### config.mk
export PLATFORM = sky130hd
export DESIGN_NAME = sseg_page_arbiter
export DESIGN_NICKNAME = d
export VERILOG_FILES = /design/src/rtl/sseg_page_arbiter.sv
export SDC_FILE = /design/constraint.sdc
export NUM_CORES = 1
export LEC_CHECK = 0
export CAP_MARGIN = 20
export CORE_MARGIN = 3
export CORE_UTILIZATION = 43
export CTS_CLUSTER_SIZE = 12
export DETAILED_ROUTE_END_ITERATION = 10
export PLACE_DENSITY_LB_ADDON = 0.3
export SLEW_MARGIN = 20
export SYNTH_ARGS = -nofsm -noshare
export SYNTH_HDL_FRONTEND = slang
export SYNTH_SLANG_ARGS = --single-unit
export TNS_END_PERCENT = 1
### constraint.sdc
create_clock -name clk -period 4.1 [get_ports clk]
set_clock_uncertainty 0.1 [all_clocks]
set_input_delay 1.025 -clock clk [delete_from_list [all_inputs] [get_ports clk]]
set_output_delay 1.025 -clock clk [all_outputs]
set_load 0.03 [all_outputs]
### src/rtl/sseg_page_arbiter.sv
// Round-robin arbiter that pages one of four 16-bit status sources onto the
// 8-digit seven-segment display for a fixed dwell period per grant.
module sseg_page_arbiter #(
  parameter int HOLD_CYCLES = 50_000_000,
  parameter int TW          = 26
) (
  input  logic        clk,
  input  logic        reset,
  input  logic [3:0]  req,
  input  logic [15:0] val0,
  input  logic [15:0] val1,
  input  logic [15:0] val2,
  input  logic [15:0] val3,
  input  logic        freeze,
  output logic [3:0]  grant,
  output logic        busy,
  output logic [5:0]  in0,
  output logic [5:0]  in1,
  output logic [5:0]  in2,
  output logic [5:0]  in3,
  output logic [5:0]  in4,
  output logic [5:0]  in5,
  output logic [5:0]  in6,
  output logic [5:0]  in7
);

  typedef enum logic {IDLE, HOLD} state_t;

  state_t        state, state_nx;
  logic [1:0]    cur, cur_nx;
  logic [3:0]    pending, pending_nx;
  logic [TW-1:0] timer, timer_nx;
  logic [1:0]    winner;
  logic          found;
  logic [3:0]    ign;
  logic [15:0]   val_cur;

  // First pending channel after cur, wrapping back to cur itself last.
  always_comb begin
    found  = 1'b0;
    winner = cur;
    for (int k = 1; k < 5; k++) begin
      logic [1:0] idx;
      idx = cur + 2'(k);
      if (!found && pending[idx]) begin
        found  = 1'b1;
        winner = idx;
      end
    end
  end

  always_comb begin
    state_nx = state;
    cur_nx   = cur;
    timer_nx = timer;
    ign      = 4'b0000;
    case (state)
      IDLE: begin
        if (!freeze && found) begin
          cur_nx   = winner;
          timer_nx = TW'(HOLD_CYCLES - 1);
          state_nx = HOLD;
          ign      = 4'b0001 << winner;
        end
      end
      HOLD: begin
        // The held channel is shown live, so its own ticks are not queued.
        ign = 4'b0001 << cur;
        if (!freeze) begin
          if (timer == '0) state_nx = IDLE;
          else             timer_nx = timer - TW'(1);
        end
      end
      default: state_nx = IDLE;
    endcase
    pending_nx = (pending | req) & ~ign;
  end

  always_ff @(posedge clk or negedge reset) begin
    if (!reset) begin
      state   <= IDLE;
      cur     <= 2'd0;
      pending <= 4'b0000;
      timer   <= '0;
      grant   <= 4'b0001;
      busy    <= 1'b0;
    end else begin
      state   <= state_nx;
      cur     <= cur_nx;
      pending <= pending_nx;
      timer   <= timer_nx;
      grant   <= 4'b0001 << cur_nx;
      busy    <= (state_nx == HOLD);
    end
  end

  always_comb begin
    case (cur)
      2'd0:    val_cur = val0;
      2'd1:    val_cur = val1;
      2'd2:    val_cur = val2;
      default: val_cur = val3;
    endcase
  end

  assign in0 = {1'b1, val_cur[3:0],   1'b1};
  assign in1 = {1'b1, val_cur[7:4],   1'b1};
  assign in2 = {1'b1, val_cur[11:8],  1'b1};
  assign in3 = {1'b1, val_cur[15:12], 1'b1};
  assign in4 = 6'b000001;
  assign in5 = 6'b000001;
  assign in6 = 6'b000001;
  // Lit decimal point on the channel digit flags queued updates.
  assign in7 = {1'b1, 2'b00, cur, (pending == 4'b0000)};

endmodule
==> metrics.md, run 1 <==
| Metric | Value |
|---|---|
| MaxCap Viol Count | `0` |
| Worst Hold End | `timer[18]` |
| Tmin final | `3.81 ns` |
| Synth cell types | `53` |
| Initial antenna violation count | `0` |
| Relative slew slack | `45.2%` |
| Worst R2R Setup Slack | `1.06 ns` |
| Final slew viol count | `0` |
| Worst-path cell chain | `inv_1, ha_1, buf_4, a222oi_1, mux2i_1, clkdlybuf4s50_1` |
| Non-Filler Instances | `488` |
| Post-CTS Resized | `0` |
| N_diodes | `0` |
| Seq/Total Area, Yosys | `32.2%` |
| # DRC | `0` |
| Area Overhead vs Synth | `32.9%` |
| Endpoints failing setup | `0` |
| Stages on the worst setup path | `6` |
| CP arrival | `2.69 ns` |
| Register bit total from synthesis | `37` |
| CP peak stage delay | `0.61 ns` |
| DRT iter0 DRCs | `218` |
| Peak Freq | `0.262 GHz` |
| Power Dens Cells | `616 nW/um2` |
| Nets | `486` |
| Period Utilization, post-route | `93.0%` |
| Vias | `2798` |
| H-tree depth | `2` |
| Status | `complete, no violations` |
| Largest net degree at the start of global routing | `38` |
| Root Buffer | `clkbuf_8` |
| CTS tree | `done` |
| Clock Sinks | `37` |
| Initial Utilization | `44.8%` |
| CP Max Fanout | `11` |
| First-pass GRT wire length | `12.8 mm` |
| Clock buffer depth | `2` |
| WHS Path Cells | `1` |
| Setup bufs post-CTS | `0` |
| Worst path top cell family by delay | `buffers and inverters` |
| Ys Warns | `0` |
| Peak VDD IR | `0.000194 V` |
| Crit path buf inv count | `3` |
| Fraction of registers with async set or reset after synthesis | `100%` |
| Leak | `0.00156 uW` |
| Clk slew on worst S/H paths | `0.07 ns` |
| Later-pin clock latency in the skew report | `0.29 ns` |
| Crit path kind | `reg -> out` |
| Die X | `87.8 um` |
| Vias in the first global route | `2598` |
| Slowest library cell on the worst path | `dfrtp_1` |
| IO buf count | `94` |
| Die Height | `87.8 um` |
| Total Routing Usage GR | `20.8%` |
| Total grt overflow | `0` |
| Total wire length | `8.31 mm` |
| EDFF count, synth | `0` |
| Mapped Cells | `329` |
| Tightest Hold Check Type | `reg -> reg` |
| GP Congestion | `0.781` |
| Synthesized area | `2880 um2` |
| Post-DP HPWL | `6.27 mm` |
| Crit. End Element | `primary output` |
| Syn Area/Cell | `8.74 um2` |
| Hold_sp | `timer[18]` |
| Share of layout cells above drive strength 1 | `6.81%` |
| Die ar. | `7710 um2` |
| Most used DFF post-synth | `dfrtp_1` |
| Critical R2R Capture | `pending[1]` |
| Post-CTS Hold Buffers | `0` |
| Req. time, crit path | `2.97 ns` |
| Avg WL per Cell | `17.0 um` |
| Total Neg Setup Slack | `0 ns` |
| IO Count | `124` |
| Cells after DPL | `480` |
| RSZ-0062 raised after global routing | `false` |
| Row cnt | `29` |
| Hold Vio Cnt, Final | `0` |
| ANT nets after route | `0` |
| DRT Pass-1 Iters | `7` |
| Core area | `6420 um2` |
| Num CTS Buffers | `5` |
| Worst-margin pin slew | `0.822 ns` |
| FF-to-FF Start | `cur[1]` |
| CP startpoint kind | `flop` |
| R2R cell count | `6` |
| DR vias/cell | `5.73` |
==> final cells by class <==
type / count / area (um2)
Fill cell: 572 / 2600
Clock inverter: 1 / 7.51
Clock buffer: 7 / 76.3
Timing Repair Buffer: 101 / 988
Tap cell: 77 / 96.3
Multi-Input combinational cell: 238 / 1630
Sequential cell: 37 / 927
Inverter: 27 / 101
==> layer usage <==
layer | vias to the layer above | share of wire, % | track usage [%]
li1 | 1345 | - | -
met1 | 1345 | 42 | 26.0
met2 | 93 | 49 | 35.9
met3 | 15 | 6.2 | 4.80
met4 | 0 | 1.9 | 6.14
met5 | - | 0 | 0
==> worst register-to-register path, delay by kind of cell, from the launching register on <==
kind / cells / cell delay [ns]
fa+ha+maj: 1 / 0.42
flops: 1 / 0.61
buf+inv: 1 / 0.17
compound gates: 3 / 1.28
mux: 1 / 0.37
==> sequential cells by signal (all words and copies together) (netlist names) <==
name / cells
timer: 26
grant: 4
pending: 4
cur: 2
state: 1
==> how the worst max path moves through the flow <==
| stage | start | endpoint | slack, ns |
|---|---|---|---|
| finish | cur[1] | in0[2] | 0.29 |
| global route | cur[1] | in2[2] | 0.10 |
| floorplan | cur[0] | in0[2] | 0.57 |
| detailed placement | val0[1] | in0[2] | 0.44 |
| global placement | val0[5] | in1[2] | 0.50 |
| CTS | cur[1] | in0[2] | 0.30 |
==> cells in the mapped netlist, drive strengths merged, types with 6 or more instances <==
master	number	area, um2
nor4	8	50.1
nor2	19	71.3
or3	9	56.3
mux2i	22	220
and4	9	81.3
nand3	7	35.0
o31ai	6	50.1
o21ai	16	80.1
nand2	8	30.0
clkbuf	21	78.8
a21oi	13	65.1
nor3	10	55.1
a222oi	16	160
and3	6	37.5
dfrtp	36	901
inv	27	101
a31oi	8	50.1
or4	6	48.8
buf	33	244
==> power by group <==
| part | total, uW | internal, uW | switching, uW |
|---|---|---|---|
| clock | 256 | 120 | 136 |
| sequential | 558 | 445 | 114 |
| combinational | 1540 | 668 | 873 |
==> layout by cell type (no fill, tap or decap), drive strengths merged, types with 9 or more instances in the layout <==
master	count
or3	9
nor2	19
nor3	10
inv	27
dfrtp	36
a222oi	16
mux2i	22
conb	29
clkdlybuf4s50	93
a21oi	13
and4	9
o21ai	16
==> kinds of logic after synthesis <==
family,after synthesis,synth area share (%)
AOI/OAI and AO/OA,83,21.2
xor gates and xnor gates,1,0.305
adders and majority gates,5,2.17
buffers and inverters,81,14.7
DFF,37,32.2
muxes,25,9.61
other,2,0.261
and+or+nand+nor,95,19.4
==> per-stage QoR <==
step / area (um2) / util [%] / hold WS [ns] / worst slack (ns) / power [uW]
after floorplan: 2980 / - / 0.379 / 0.570 / 1570
after CTS: 3820 / 59.5 / 0.428 / 0.295 / 2360
final: 3820 / 59.5 / 0.427 / 0.286 / 2360
after global routing: 3820 / 59.5 / 0.461 / 0.102 / 2500
after detailed placement: 3740 / 58.2 / 0.417 / 0.440 / 2100
after global placement: 3740 / 58.2 / 0.395 / 0.505 / 2070
No activity file was read; power rests on OpenSTA's default activity.
==> inputs of run 2 (changes only) <==
Settings changed: ABC_AREA set to 1, CORE_UTILIZATION 43 to 45.
==> run 2 against run 1 <==
  * Via count grew 24%
  * Critical path depth grew 1
  * Synthesized cell count up 50%
  * Setup slack got worse by 0.034 ns
  * Maximum frequency is 0.87% lower
  * Register-to-register slack better by 0.71 ns
  * First-iteration DRC count fell by 16%
  * Combinational power grew 34%
  * Sequential share of layout area shrank 2.3 points
  * Sequential power is 27% higher
  * Design area up 11%
  * Die area up 6.3%
  * Critical path type unchanged
  * Largest cell class unchanged
  * Largest power group unchanged
==> metrics.md, run 2 <==
| Metric | Value |
|---|---|
| Status | `complete, no violations` |
| Row cnt | `30 (+3.4%)` |
| Peak VDD IR | `0.000466 V (+140%)` |
| Num CTS Buffers | `5 (unchanged)` |
| CP peak stage delay | `0.70 ns (+0.09 ns)` |
| Area Overhead vs Synth | `31.5%` |
| WHS Path Cells | `2 (+1)` |
| RSZ-0062 raised after global routing | `false` |
| Hold Vio Cnt, Final | `0 (unchanged)` |
| Seq/Total Area, Yosys | `28.8% (-3.4 points)` |
| Dpl cell area | `4090 um2 (+9.4%)` |
| Later-pin clock latency in the skew report | `0.29 ns (about the same)` |
| GP Congestion | `0.967 (+24%)` |
| Final non-filler cell area | `4230 um2 (+11%)` |
| Die Height | `90.5 um (+3.1%)` |
| Avg WL per Cell | `14.1 um (-17%)` |
| Post-synthesis xor/xnor area fraction | `1.36% (+1.1 points)` |
| Peak Freq | `0.260 GHz (-0.87%)` |
| Non-Filler Instances | `679 (+39%)` |
| Clk slew on worst S/H paths | `0.08 ns (about the same)` |
| Initial Utilization | `46.8% (+2.0 points)` |
| Most common library cell in the layout ignoring fill and taps | `nand2_1` |
| Post-CTS Hold Buffers | `0 (unchanged)` |
| Most frequent cells in the layout | `nand2_1, clkdlybuf4s50_1, nand3_1, nor2_1, dfrtp_1` |
| Clock buffer depth | `2 (unchanged)` |
| Compound-cell area share of the yosys netlist | `11.6% (-9.6 points)` |
| Nets | `656 (+35%)` |
| CP arrival | `2.72 ns (+0.03 ns)` |
| IO Count | `124 (unchanged)` |
| DRT Pass-1 Iters | `5 (-2)` |
| Total wire length | `9.54 mm (+15%)` |
| Register bit total from synthesis | `37 (unchanged)` |
| # DRC | `0 (unchanged)` |
| Die ar. | `8200 um2 (+6.3%)` |
| Worst-path cell chain | `inv_2, ha_1, buf_4, a22o_1, a21oi_1, o21ai_0, clkdlybuf4s50_1` |
| CP Max Fanout | `9 (-2)` |
| MaxCap Viol Count | `0 (unchanged)` |
| DRT iter0 DRCs | `184 (-16%)` |
| Total Neg Setup Slack | `0 ns (unchanged)` |
| Power Dens Cells | `746 nW/um2 (+21%)` |
| Synthesized area | `3220 um2 (+12%)` |
| Synthesized-area fraction occupied by adder cells | `1.95% (-0.23 points)` |
| Synth cell types | `32 (-40%)` |
| Vias | `3467 (+24%)` |
| Cells after DPL | `669 (+39%)` |
| Worst-margin pin slew | `0.859 ns (+0.0373 ns)` |
| Post-synthesis mux area share | `0% (-9.6 points)` |
| Max reg flops | `26 (unchanged)` |
| Initial antenna violation count | `2 (+2)` |
| Largest net degree at the start of global routing | `38 (unchanged)` |
| DR vias/cell | `5.11 (-11%)` |
| Syn Area/Cell | `6.50 um2 (-26%)` |
| Relative slew slack | `42.6% (-2.6 points)` |
| Mapped Cells | `495 (+50%)` |
| Setup bufs post-CTS | `0 (unchanged)` |
| CTS tree | `done` |
| H-tree depth | `2 (unchanged)` |
| Tmin final | `3.85 ns (+0.0336 ns)` |
| Period Utilization, post-route | `93.8% (+0.82 points)` |
| Endpoints failing setup | `0 (unchanged)` |
| Clock Sinks | `37 (unchanged)` |
| Post-CTS Resized | `0 (unchanged)` |
| Simple-gate share of the synthesized area | `42.1% (+23 points)` |
| Top-area cell type share of the netlist area | `28.0% (-3.3 points)` |
| Most frequent cells after synthesis | `nand2_1, nand3_1, nor2_1` |
| Count leader, synth | `nand2_1` |
| Dominant cells by area after synthesis | `dfrtp_1, nand2_1, nand3_1` |
| Die X | `90.5 um (+3.1%)` |
| Tightest Hold Check Type | `reg -> reg` |
| Fraction of registers with async set or reset after synthesis | `100% (unchanged)` |
| Crit. End Element | `primary output` |
| Core area | `6870 um2 (+7.0%)` |
| Crit path kind | `reg -> out` |
| Post-DP HPWL | `7.36 mm (+17%)` |
| First-pass GRT wire length | `15.9 mm (+24%)` |
| Total Routing Usage GR | `23.3% (+2.5 points)` |
| Final slew viol count | `0 (unchanged)` |
| R2R cell count | `12 (+6)` |
| CP startpoint kind | `flop` |
| Total grt overflow | `0 (unchanged)` |
| Req. time, crit path | `2.97 ns (about the same)` |
| Share of layout cells above drive strength 1 | `8.26% (+1.4 points)` |
| Vias in the first global route | `3223 (+24%)` |
| Top reg by flops | `timer` |
| Most used DFF post-synth | `dfrtp_1` |
| Ys Warns | `0 (unchanged)` |
| Leak | `0.00208 uW (+33%)` |
| Largest family of logic cells by synthesized area | `simple AND/OR/NAND/NOR gates` |
| Root Buffer | `clkbuf_8` |
| Post-synth top area cell | `dfrtp_1` |
| ANT nets after route | `0 (unchanged)` |
| EDFF count, synth | `0 (unchanged)` |
| Slowest library cell on the worst path | `clkdlybuf4s50_1` |
| Top flop regs | `timer: 26 flops, grant: 4 flops, pending: 4 flops` |
| IO buf count | `94 (unchanged)` |
-- run 2: changes by cell type after synthesis, moves of 16 or more --
cell,before,now
nand2_1,8,142
nor2_1,19,59
mux2i_1,22,0
a22o_1,0,16
a222oi_1,16,0
nand3_1,7,65
-- run 2: kinds of logic (layout without fill, tap and decap cells) --
group / count (synthesis) / after routing
and+or+nand+nor: 305 / 305
xor gates and xnor gates: 5 / 5
adders and majority gates: 5 / 5
AOI/OAI and AO/OA: 59 / 59
DFF: 37 / 37
other: 2 / 31
buffers and inverters: 82 / 141
-- run 2: power by group --
| group | internal [uW] | leakage [uW] | switching [uW] |
|---|---|---|---|
| combinational | 778 | 0.00155 | 1300 |
| clock | 242 | 0.0000681 | 131 |
| sequential | 517 | 0.000466 | 193 |
-- run 2: per-layer routing --
metal / vias to the layer above / global-route usage (%) / share of wire [%]
li1: 1721 / - / -
met1: 1604 / 27.1 / 40
met2: 131 / 43.2 / 53
met3: 11 / 4.50 / 6.3
met4: 0 / 6.63 / 1.5
met5: - / 0 / 0
-- run 2: cell type report --
cell class                 count  area [um2]
clock buffer                   5        68.8
sequential                    37         927
timing repair buffer          99         973
fill                         645        2640
inverter                      34         128
multi-input combinational    403        1940
clock inverter                 3        65.1
tap                           96         120
antenna                        2        5.00
-- run 2: critical path: cells and delay by family, from the launching register on --
kind / cells / cell delay [ns]
adders and majority gates: 1 / 0.41
buffers and inverters: 3 / 1.14
AOI/OAI and AO/OA: 3 / 0.38
DFF: 1 / 0.50
-- run 2: final timing paths --
kind,startpoint,slack [ns],endpoint
min in group asynchronous,reset,0.72,timer[3]
setup reg to reg,cur[0],1.77,grant[0]
hold reg to reg,timer[1],0.40,timer[1]
setup / recovery,cur[0],0.25,in0[3]
hold / removal,timer[1],0.40,timer[1]
max in group asynchronous,reset,2.66,timer[16]
-- run 2: stage by stage --
step / hold WS (ns) / power [uW] / setup WS (ns) / utilization, %
CTS: 0.402 / 3160 / 0.240 / 61.5
finish: 0.403 / 3160 / 0.253 / 61.6
global route: 0.448 / 3450 / 0.0847 / 61.6
floorplan: 0.363 / 2190 / 0.661 / -
global placement: 0.380 / 2720 / 0.378 / 59.5
detailed placement: 0.384 / 2770 / 0.364 / 59.5
